<file path="config.mk">
export PLATFORM = sky130hd
export DESIGN_NAME = fifo_uart_tx
export DESIGN_NICKNAME = d
export VERILOG_FILES = /design/src/rtl/fifo_uart_tx.sv
export SDC_FILE = /design/constraint.sdc
export NUM_CORES = 1
export LEC_CHECK = 0
export CAP_MARGIN = 25
export CELL_PAD_IN_SITES_DETAIL_PLACEMENT = 1
export CELL_PAD_IN_SITES_GLOBAL_PLACEMENT = 2
export CORE_UTILIZATION = 24
export DETAILED_ROUTE_END_ITERATION = 10
export PLACE_DENSITY_LB_ADDON = 0.1
export SLEW_MARGIN = 0
export SYNTH_ARGS = -nofsm -noshare
export SYNTH_HDL_FRONTEND = slang
export SYNTH_SLANG_ARGS = --single-unit
</file>
<file path="constraint.sdc">
create_clock -name clk -period 2.1 [get_ports clk]
set_input_delay 0.315 -clock clk [delete_from_list [all_inputs] [get_ports clk]]
set_output_delay 0.315 -clock clk [all_outputs]
set_load 0.1 [all_outputs]
</file>
<file path="src/rtl/fifo_uart_tx.sv">
// Drains an 8-bit FIFO and sends each byte as an 8N1 UART frame (8E1 with UART_TX_PARITY_EN).
// Latency: tx falls on the edge after the pop cycle; frame = (2+DATA_BITS[+1])*CLKS_PER_BIT cycles.
// Backpressure: pops only from IDLE when tx_en=1 and the FIFO is non-empty; a started frame always completes.
module fifo_uart_tx #(
   parameter int CLKS_PER_BIT = 10416,
   parameter int DATA_BITS    = 8
) (
   input  logic       clk,
   input  logic       rst,
   input  logic       tx_en,
   input  logic       fifo_empty,
   input  logic [7:0] fifo_rdata,
   output logic       fifo_pop,
   output logic       tx,
   output logic       tx_busy,
   output logic       tx_done
);
   localparam int BW = (CLKS_PER_BIT > 1) ? $clog2(CLKS_PER_BIT) : 1;
   localparam int NW = (DATA_BITS > 1) ? $clog2(DATA_BITS) : 1;
   localparam logic [BW-1:0] BAUD_LAST = BW'(CLKS_PER_BIT - 1);
   localparam logic [NW-1:0] BIT_LAST  = NW'(DATA_BITS - 1);

   typedef enum logic [2:0] {
      IDLE,
      START,
      DATA,
`ifdef UART_TX_PARITY_EN
      PARITY,
`endif
      STOP
   } state_t;

   state_t               state_q, state_d;
   logic [BW-1:0]        baud_q, baud_d;
   logic [NW-1:0]        bit_q, bit_d;
   logic [DATA_BITS-1:0] shift_q, shift_d;
   logic                 tx_q, tx_d;
   logic                 busy_q, busy_d;
   logic                 done_q, done_d;
   logic                 baud_end;
`ifdef UART_TX_PARITY_EN
   logic                 parity_q, parity_d;
`endif

   always_ff @(posedge clk or negedge rst) begin
      if (!rst) begin
         state_q  <= IDLE;
         baud_q   <= '0;
         bit_q    <= '0;
         shift_q  <= '0;
         tx_q     <= 1'b1;
         busy_q   <= 1'b0;
         done_q   <= 1'b0;
`ifdef UART_TX_PARITY_EN
         parity_q <= 1'b0;
`endif
      end else begin
         state_q  <= state_d;
         baud_q   <= baud_d;
         bit_q    <= bit_d;
         shift_q  <= shift_d;
         tx_q     <= tx_d;
         busy_q   <= busy_d;
         done_q   <= done_d;
`ifdef UART_TX_PARITY_EN
         parity_q <= parity_d;
`endif
      end
   end

   always_comb begin
      state_d  = state_q;
      baud_d   = baud_q + 1'b1;
      bit_d    = bit_q;
      shift_d  = shift_q;
      fifo_pop = 1'b0;
      baud_end = (baud_q == BAUD_LAST);
`ifdef UART_TX_PARITY_EN
      parity_d = parity_q;
`endif
      case (state_q)
         IDLE: begin
            baud_d = '0;
            // rst gates the pop so an asserted reset never consumes a byte
            if (rst && tx_en && !fifo_empty) begin
               fifo_pop = 1'b1;
               shift_d  = fifo_rdata[DATA_BITS-1:0];
               bit_d    = '0;
               state_d  = START;
`ifdef UART_TX_PARITY_EN
               parity_d = ^fifo_rdata[DATA_BITS-1:0];
`endif
            end
         end
         START: begin
            if (baud_end) begin
               state_d = DATA;
               baud_d  = '0;
            end
         end
         DATA: begin
            if (baud_end) begin
               baud_d = '0;
               if (bit_q == BIT_LAST) begin
`ifdef UART_TX_PARITY_EN
                  state_d = PARITY;
`else
                  state_d = STOP;
`endif
               end else begin
                  bit_d   = bit_q + 1'b1;
                  shift_d = shift_q >> 1;
               end
            end
         end
`ifdef UART_TX_PARITY_EN
         PARITY: begin
            if (baud_end) begin
               state_d = STOP;
               baud_d  = '0;
            end
         end
`endif
         STOP: begin
            if (baud_end) begin
               state_d = IDLE;
               baud_d  = '0;
            end
         end
         default: begin
            state_d = IDLE;
            baud_d  = '0;
         end
      endcase

      // Line level is registered from the next state so tx never glitches
      case (state_d)
         START:   tx_d = 1'b0;
         DATA:    tx_d = shift_d[0];
`ifdef UART_TX_PARITY_EN
         PARITY:  tx_d = parity_d;
`endif
         default: tx_d = 1'b1;
      endcase
      busy_d = (state_d != IDLE);
      done_d = (state_d == STOP) && (baud_d == BAUD_LAST);
   end

   assign tx      = tx_q;
   assign tx_busy = busy_q;
   assign tx_done = done_q;

endmodule

</file>
==> results.ini, run 1 <==
[status]
outcome = finished, final reports clean

[global_routing]
antenna_found_initial = 0
grt_start_max_net_pins = 32
grt_usage_pct = 13.74
grt_pass1_vias = 1557
grt_pass1_wl_mm = 7.576
grt_overflow = 0

[clock_tree]
cts_buffers = 5
cts_tree = built
clk_pin_slew_ns = 0.06
clk-insertion-delay-late_ns = 0.28
clockBufferDepth = 2
ctsHoldBuffers = 0
cts.sinks = 31
cts_max_level = 2
cts-root-buf = clkbuf_8

[logic_synthesis]
synthTopCellsByCount = 30 x dfrtp_1, 25 x nand2_1, 23 x nor2_1
postSynth.asyncResetShare_pct = 100.0
synth.cell_area_sq_mm = 0.001642
synth-edff-count = 0
yosysWarningCount = 0
synth_cell_type_count = 48
synthesis.instances = 166
synth_area_leaders = dfrtp_1 46%, nand2_1 5.7%, nor2_1 5.3%
syn_area_per_cell_sq_um = 9.889
seq_area_frac_synth_pct = 47.33
synth_top_area_share_pct = 45.73
synth_top_area_cell = dfrtp_1
yosysMostFrequentCell = dfrtp_1
synth_fp_nets = 181
synth_ff_type = dfrtp_1
yosys_register_bits = 31

[worst_setup_path]
critical_path_class = register to register
startpoint_type = register
path_cells = or3b_4, nor4_2, mux2_2, and2_1, a31oi_1
cpMaxStageDelayCell = or3b_4
cp-startpoint = baud_q[5]
cp.arrival_ns = 2.22
r2r-end = tx
crit_required_ns = 2.31
cp_top_family = simple AND/OR/NAND/NOR gates
worstSetupEndpoint = tx
r2r_setup_slack_ns = 0.08
crit_cells = 5
rr_worst_depth = 5
critPathMaxStageDelay_ns = 0.46
regToRegStartpoint = baud_q[5]
endpoint_kind = register
path_buf_inv = 0
critPathMaxFanout = 4

[sta]
finalCritPeriodShare_pct = 95.98
setup_tns_ns = 0
max_freq_ghz = 0.4961
setup_ws_ns = 0.08442
fin_skew_ns = 0.007390
finalSetupViolCount = 0
holdWs_ns = 0.4769
rsz0062_at_grt = no
final_max_slew_viol_count = 0
hold_viol = 0
post-route-min-period_ns = 2.016

[hold_path]
worstHoldPathType = register to register
worstHoldPathCells = 2

[routing]
ant_nets = 0
drt_first_pass_iters = 4
via_per_inst = 4.722
wirelength_mm = 4.333
routedWlPerCell_um = 15.26
vias = 1341
first_iter_violations = 59
drc_errors = 0

[die]
rows = 29
design.die.area_sq_mm = 0.007175
core-area_sq_mm = 0.006459
die-height_um = 84.71
dieWidth_um = 84.71
pin_count = 16
start_util_pct = 25.42

[finish]
drive_above_1_share_pct = 22.22
fill_cells = 761
syn_to_final_growth_pct = 30.49
layout.nets = 221
utilization_pct = 33.17
diodes = 0

[placement]
io_buffers = 15
hpwl_mm = 3.366
dpl_worst_slack_ns = -0.03195
gp_congestion = 0.7447

[power_and_ir_drop]
power-per-cell-area_mw_per_mm2 = 590.5
ir_drop_v = 0.0002188
power_leakage_nw = 0.9275

[run]
maxCapViolCount = 0

==> timing repair <==
item                                    CTS  global route
setup buffers                             0             1
endpoints found under the setup margin    0             8
gates resized for setup                   0             3
==> tightest hold or removal path, stage by stage (launching register included) <==
cell,delay (ns)
dfrtp_1,0.34
nand2_1,0.05
nand2_1,0.05
==> per-layer routing <==
layer | wire [um] | share of wire (%) | GRT usage, %
met5 | 0 | 0 | 0
met3 | 110 | 2.5 | 3.245
met4 | 59 | 1.4 | 4.622
met2 | 2159 | 50 | 24.24
met1 | 2004 | 46 | 16.38
==> through the flow <==
step / cell area (sq um) / std cells / power [mW]
after floorplan: 1642 / 166 / 0.7194
after global placement: 2023 / 275 / 0.7834
after detailed placement: 2023 / 275 / 0.7885
after CTS: 2115 / 283 / 1.293
after global routing: 2142 / 284 / 1.341
final: 2142 / 284 / 1.265
==> registers in the layout, indices dropped and copies added (netlist names) <==
| signal | flops |
|---|---|
| shift_q | 8 |
| bit_q | 3 |
| tx_done | 1 |
| state_q | 3 |
| tx_busy | 1 |
| baud_q | 14 |
| tx | 1 |
==> worst min-delay path by stage <==
stage	start	endpoint	slack, ns
final	shift_q[1]	shift_q[1]	0.48
after global routing	shift_q[5]	shift_q[5]	0.52
after detailed placement	shift_q[1]	shift_q[1]	0.47
after CTS	shift_q[1]	shift_q[1]	0.48
after floorplan	rst	baud_q[0]	0.02
after global placement	shift_q[5]	shift_q[5]	0.46
==> placed cells by master, fill, tap and decap left out, types with 2 or more instances in the layout <==
cell type,netlist,final
dfrtp_1,30,30
nand2_1,25,25
nor2_1,23,23
buf_4,0,23
clkdlybuf4s50_1,0,11
xnor2_1,9,9
inv_1,6,6
a22oi_1,6,6
clkbuf_8,0,6
nand2b_1,5,5
nand3_1,4,4
nand3b_1,3,3
nor4_2,3,3
xor2_1,3,3
o21ai_0,3,3
ha_1,3,3
nor2b_1,2,2
mux2_2,2,2
nor4_4,1,2
and3_1,2,2
nor3_1,3,2
nor3_2,1,2
a21oi_1,2,2
a31oi_1,2,2
==> power by group <==
group | switching [mW] | internal (mW)
Combinational | 0.0680 | 0.0514
Clock | 0.226 | 0.264
Sequential | 0.0228 | 0.632
Total | 0.317 | 0.948
==> layout make-up <==
type	instances	area (sq um)	area share, %
multi-input cells	126	848.3	39.60
well taps	77	96.34	4.498
repair buffers	35	302.8	14.14
inverters	7	26.28	1.227
flip-flops and latches	31	777.0	36.27
clock inverters	1	5.005	0.2336
clock buffers	7	86.33	4.030
==> kinds of logic (layout without fill, tap and decap cells) <==
| kind of cell | Yosys count | after routing | synth area share (%) |
|---|---|---|---|
| and+or+nand+nor | 85 | 85 | 29.73 |
| DFF | 31 | 31 | 47.33 |
| AOI/OAI and AO/OA | 23 | 23 | 10.44 |
| xor gates and xnor gates | 12 | 12 | 6.403 |
| buffers and inverters | 9 | 50 | 2.210 |
| adders and majority gates | 3 | 3 | 2.287 |
| muxes | 2 | 2 | 1.372 |
| other | 1 | 1 | 0.2284 |
Note: power is estimated with default switching activity, not from simulation.
==> inputs of run 2 (changes only) <==
CAP_MARGIN = default   (was 25)
CORE_MARGIN = 8   (was default)
CORE_UTILIZATION = 36   (was 24)
==> run 2 against run 1 <==
Core utilization is 15 points higher. Clock power is 5.3% higher. Wire length is 5.4% lower. Non-clock buffer count is 1 lower. Worst hold slack worse by 0.0031 ns. Clock skew is 0.0026 ns lower. Total power is 2.1% higher. Sequential power hardly changed. Sequential share of layout area is 0.65 points higher. Clock-buffer cell count is 1 higher. Cell count is 9.2% lower. Critical path type is now input pin to output pin. Largest power group unchanged.
==> results.ini, run 2 (synthesized netlist as in run 1, its figures left out) <==
[die]
core-area_sq_mm = 0.004384  ; was 0.006459 sq mm
die-height_um = 83.53  ; was 84.71 um
start_util_pct = 37.44  ; was 25.42%
pin_count = 16  ; unchanged
rows = 24  ; was 29
design.die.area_sq_mm = 0.006976  ; was 0.007175 sq mm
dieWidth_um = 83.53  ; was 84.71 um

[hold_path]
worstHoldPathType = register to register  ; unchanged
worstHoldPathCells = 2  ; unchanged
hold_start = shift_q[1]  ; unchanged
min_to = shift_q[1]  ; unchanged

[global_routing]
grt_pass1_vias = 1503  ; was 1557
grt_pass1_wl_mm = 7.051  ; was 7.576 mm
antenna_found_initial = 0  ; unchanged
grt_start_max_net_pins = 32  ; unchanged
grt_usage_pct = 12.17  ; was 13.74%
grt_overflow = 0  ; unchanged

[placement]
gp_congestion = 0.7629  ; was 0.7447
io_buffers = 15  ; unchanged
hpwl_mm = 3.222  ; was 3.366 mm

[worst_setup_path]
critical_path_class = input pin to output pin  ; was register to register
cp.arrival_ns = 1.70  ; was 2.22 ns
crit_required_ns = 1.78  ; was 2.31 ns
r2r_setup_slack_ns = 0.10  ; was 0.08 ns
r2r-end = tx  ; unchanged
endpoint_kind = output pin  ; was register
critPathMaxFanout = 3  ; was 4
rr_worst_depth = 5  ; unchanged
regToRegStartpoint = baud_q[5]  ; unchanged
startpoint_type = input pin  ; was register

[routing]
ant_nets = 0  ; unchanged
via_per_inst = 5.291  ; was 4.722
drt_first_pass_iters = 4  ; unchanged
routedWlPerCell_um = 15.90  ; was 15.26 um
first_iter_violations = 29  ; was 59
wirelength_mm = 4.101  ; was 4.333 mm
drc_errors = 0  ; unchanged
vias = 1365  ; was 1341

[finish]
reg_top3 = baud_q (14), shift_q (8)  ; unchanged
layout.nets = 220  ; was 221
regMostFlops = baud_q  ; unchanged
diodes = 0  ; unchanged
drive_above_1_share_pct = 20.87  ; was 22.22%
largest_register_ff_count = 14  ; unchanged
final_cell_mix = 30 x dfrtp_1, 25 x nand2_1, 23 x nor2_1, 21 x buf_4, 11 x clkdlybuf4s50_1  ; was 30 x dfrtp_1, 25 x nand2_1, 23 x nor2_1, 23 x buf_4, 11 x clkdlybuf4s50_1
syn_to_final_growth_pct = 28.20  ; was 30.49%
mostFrequentLayoutCell = dfrtp_1  ; unchanged

[clock_tree]
clk-insertion-delay-late_ns = 0.28  ; about the same
cts_buffers = 5  ; unchanged
cts_tree = built  ; unchanged
clockBufferDepth = 2  ; unchanged
cts_setup_buffers = 0  ; unchanged
ctsHoldBuffers = 0  ; unchanged
cts_max_level = 2  ; unchanged
clk_pin_slew_ns = 0.06  ; about the same
cts-root-buf = clkbuf_8  ; unchanged
cts.sinks = 31  ; unchanged
cts.repair.resized = 0  ; unchanged

[sta]
finalSetupViolCount = 0  ; unchanged
hold_viol = 0  ; unchanged
rsz0062_at_grt = no  ; unchanged
max_freq_ghz = 0.4974  ; was 0.4961 GHz
holdWs_ns = 0.4737  ; was 0.4769 ns
fin_skew_ns = 0.004809  ; was 0.007390 ns
final_max_slew_viol_count = 0  ; unchanged
post-route-min-period_ns = 2.011  ; was 2.016 ns
finalCritPeriodShare_pct = 95.74  ; was 95.98%

[power_and_ir_drop]
power-per-cell-area_mw_per_mm2 = 613.9  ; was 590.5 mW/mm^2
finalPower_mw = 1.292  ; was 1.265 mW
power_leakage_nw = 0.9156  ; was 0.9275 nW
ir_drop_v = 0.0003622  ; was 0.0002188 V

[run]
maxCapViolCount = 0  ; unchanged

[status]
outcome = finished, final reports clean  ; unchanged

-- run 2: cell count changes in the layout (fill, tap and decap cells not counted), sizes merged --
cell,delta
clkbuf,+1
buf,-1
clkinv,-1
-- run 2: final cells by class --
class,instances,area [sq um]
Sequential cell,31,777.0
Timing Repair Buffer,34,307.8
Clock buffer,8,100.1
Tap cell,52,65.06
Multi-Input combinational cell,126,828.3
Inverter,7,26.28
Fill cell,516,2280
-- run 2: worst max path at each step --
| stage | start | to | slack [ns] | depth (start not counted) |
|---|---|---|---|---|
| detailed placement | rst | shift_q[2] | -0.03 | 7 |
| global placement | rst | tx | 0.06 | 7 |
| floorplan | baud_q[4] | tx | 0.16 | 5 |
| global route | baud_q[3] | tx_done | 0.003 | 5 |
| CTS | baud_q[5] | tx | 0.08 | 5 |
| finish | rst | fifo_pop | 0.09 | 6 |
-- run 2: where the power goes --
part / internal, mW / switching, mW / leakage [nW]
Combinational: 0.0524 / 0.0686 / 0.449
Clock: 0.299 / 0.217 / 0.0515
Sequential: 0.632 / 0.0228 / 0.415
-- run 2: critical path, cell delays in order --
cell and delay, ns:
clkdlybuf4s50_1 0.53, nor4bb_1 0.32, buf_4 0.17, nand2_1 0.08, inv_2 0.10, buf_12 0.18
-- run 2: stage by stage --
stage / TNS, ns / setup WS (ns) / instance area [sq um] / std cells / util (%)
2_1_floorplan: 0 / 0.1580 / 1642 / 166 / -
6_report: 0 / 0.08947 / 2105 / 258 / 48.00
3_3_place_gp: 0 / 0.06366 / 2004 / 250 / 45.72
5_1_grt: 0 / 0.003431 / 2105 / 258 / 48.00
4_1_cts: 0 / 0.07511 / 2105 / 258 / 48.00
3_5_place_dp: -0.06528 / -0.03318 / 2004 / 250 / 45.72
-- run 2: layer usage --
metal	routed length [um]	track usage, %	part of all wire [%]	up-vias
li1	-	-	-	667
met1	1812	13.50	44	673
met3	143	3.711	3.5	5
met5	0	0	0	-
met2	2094	21.57	51	20
met4	51	3.768	1.2	0
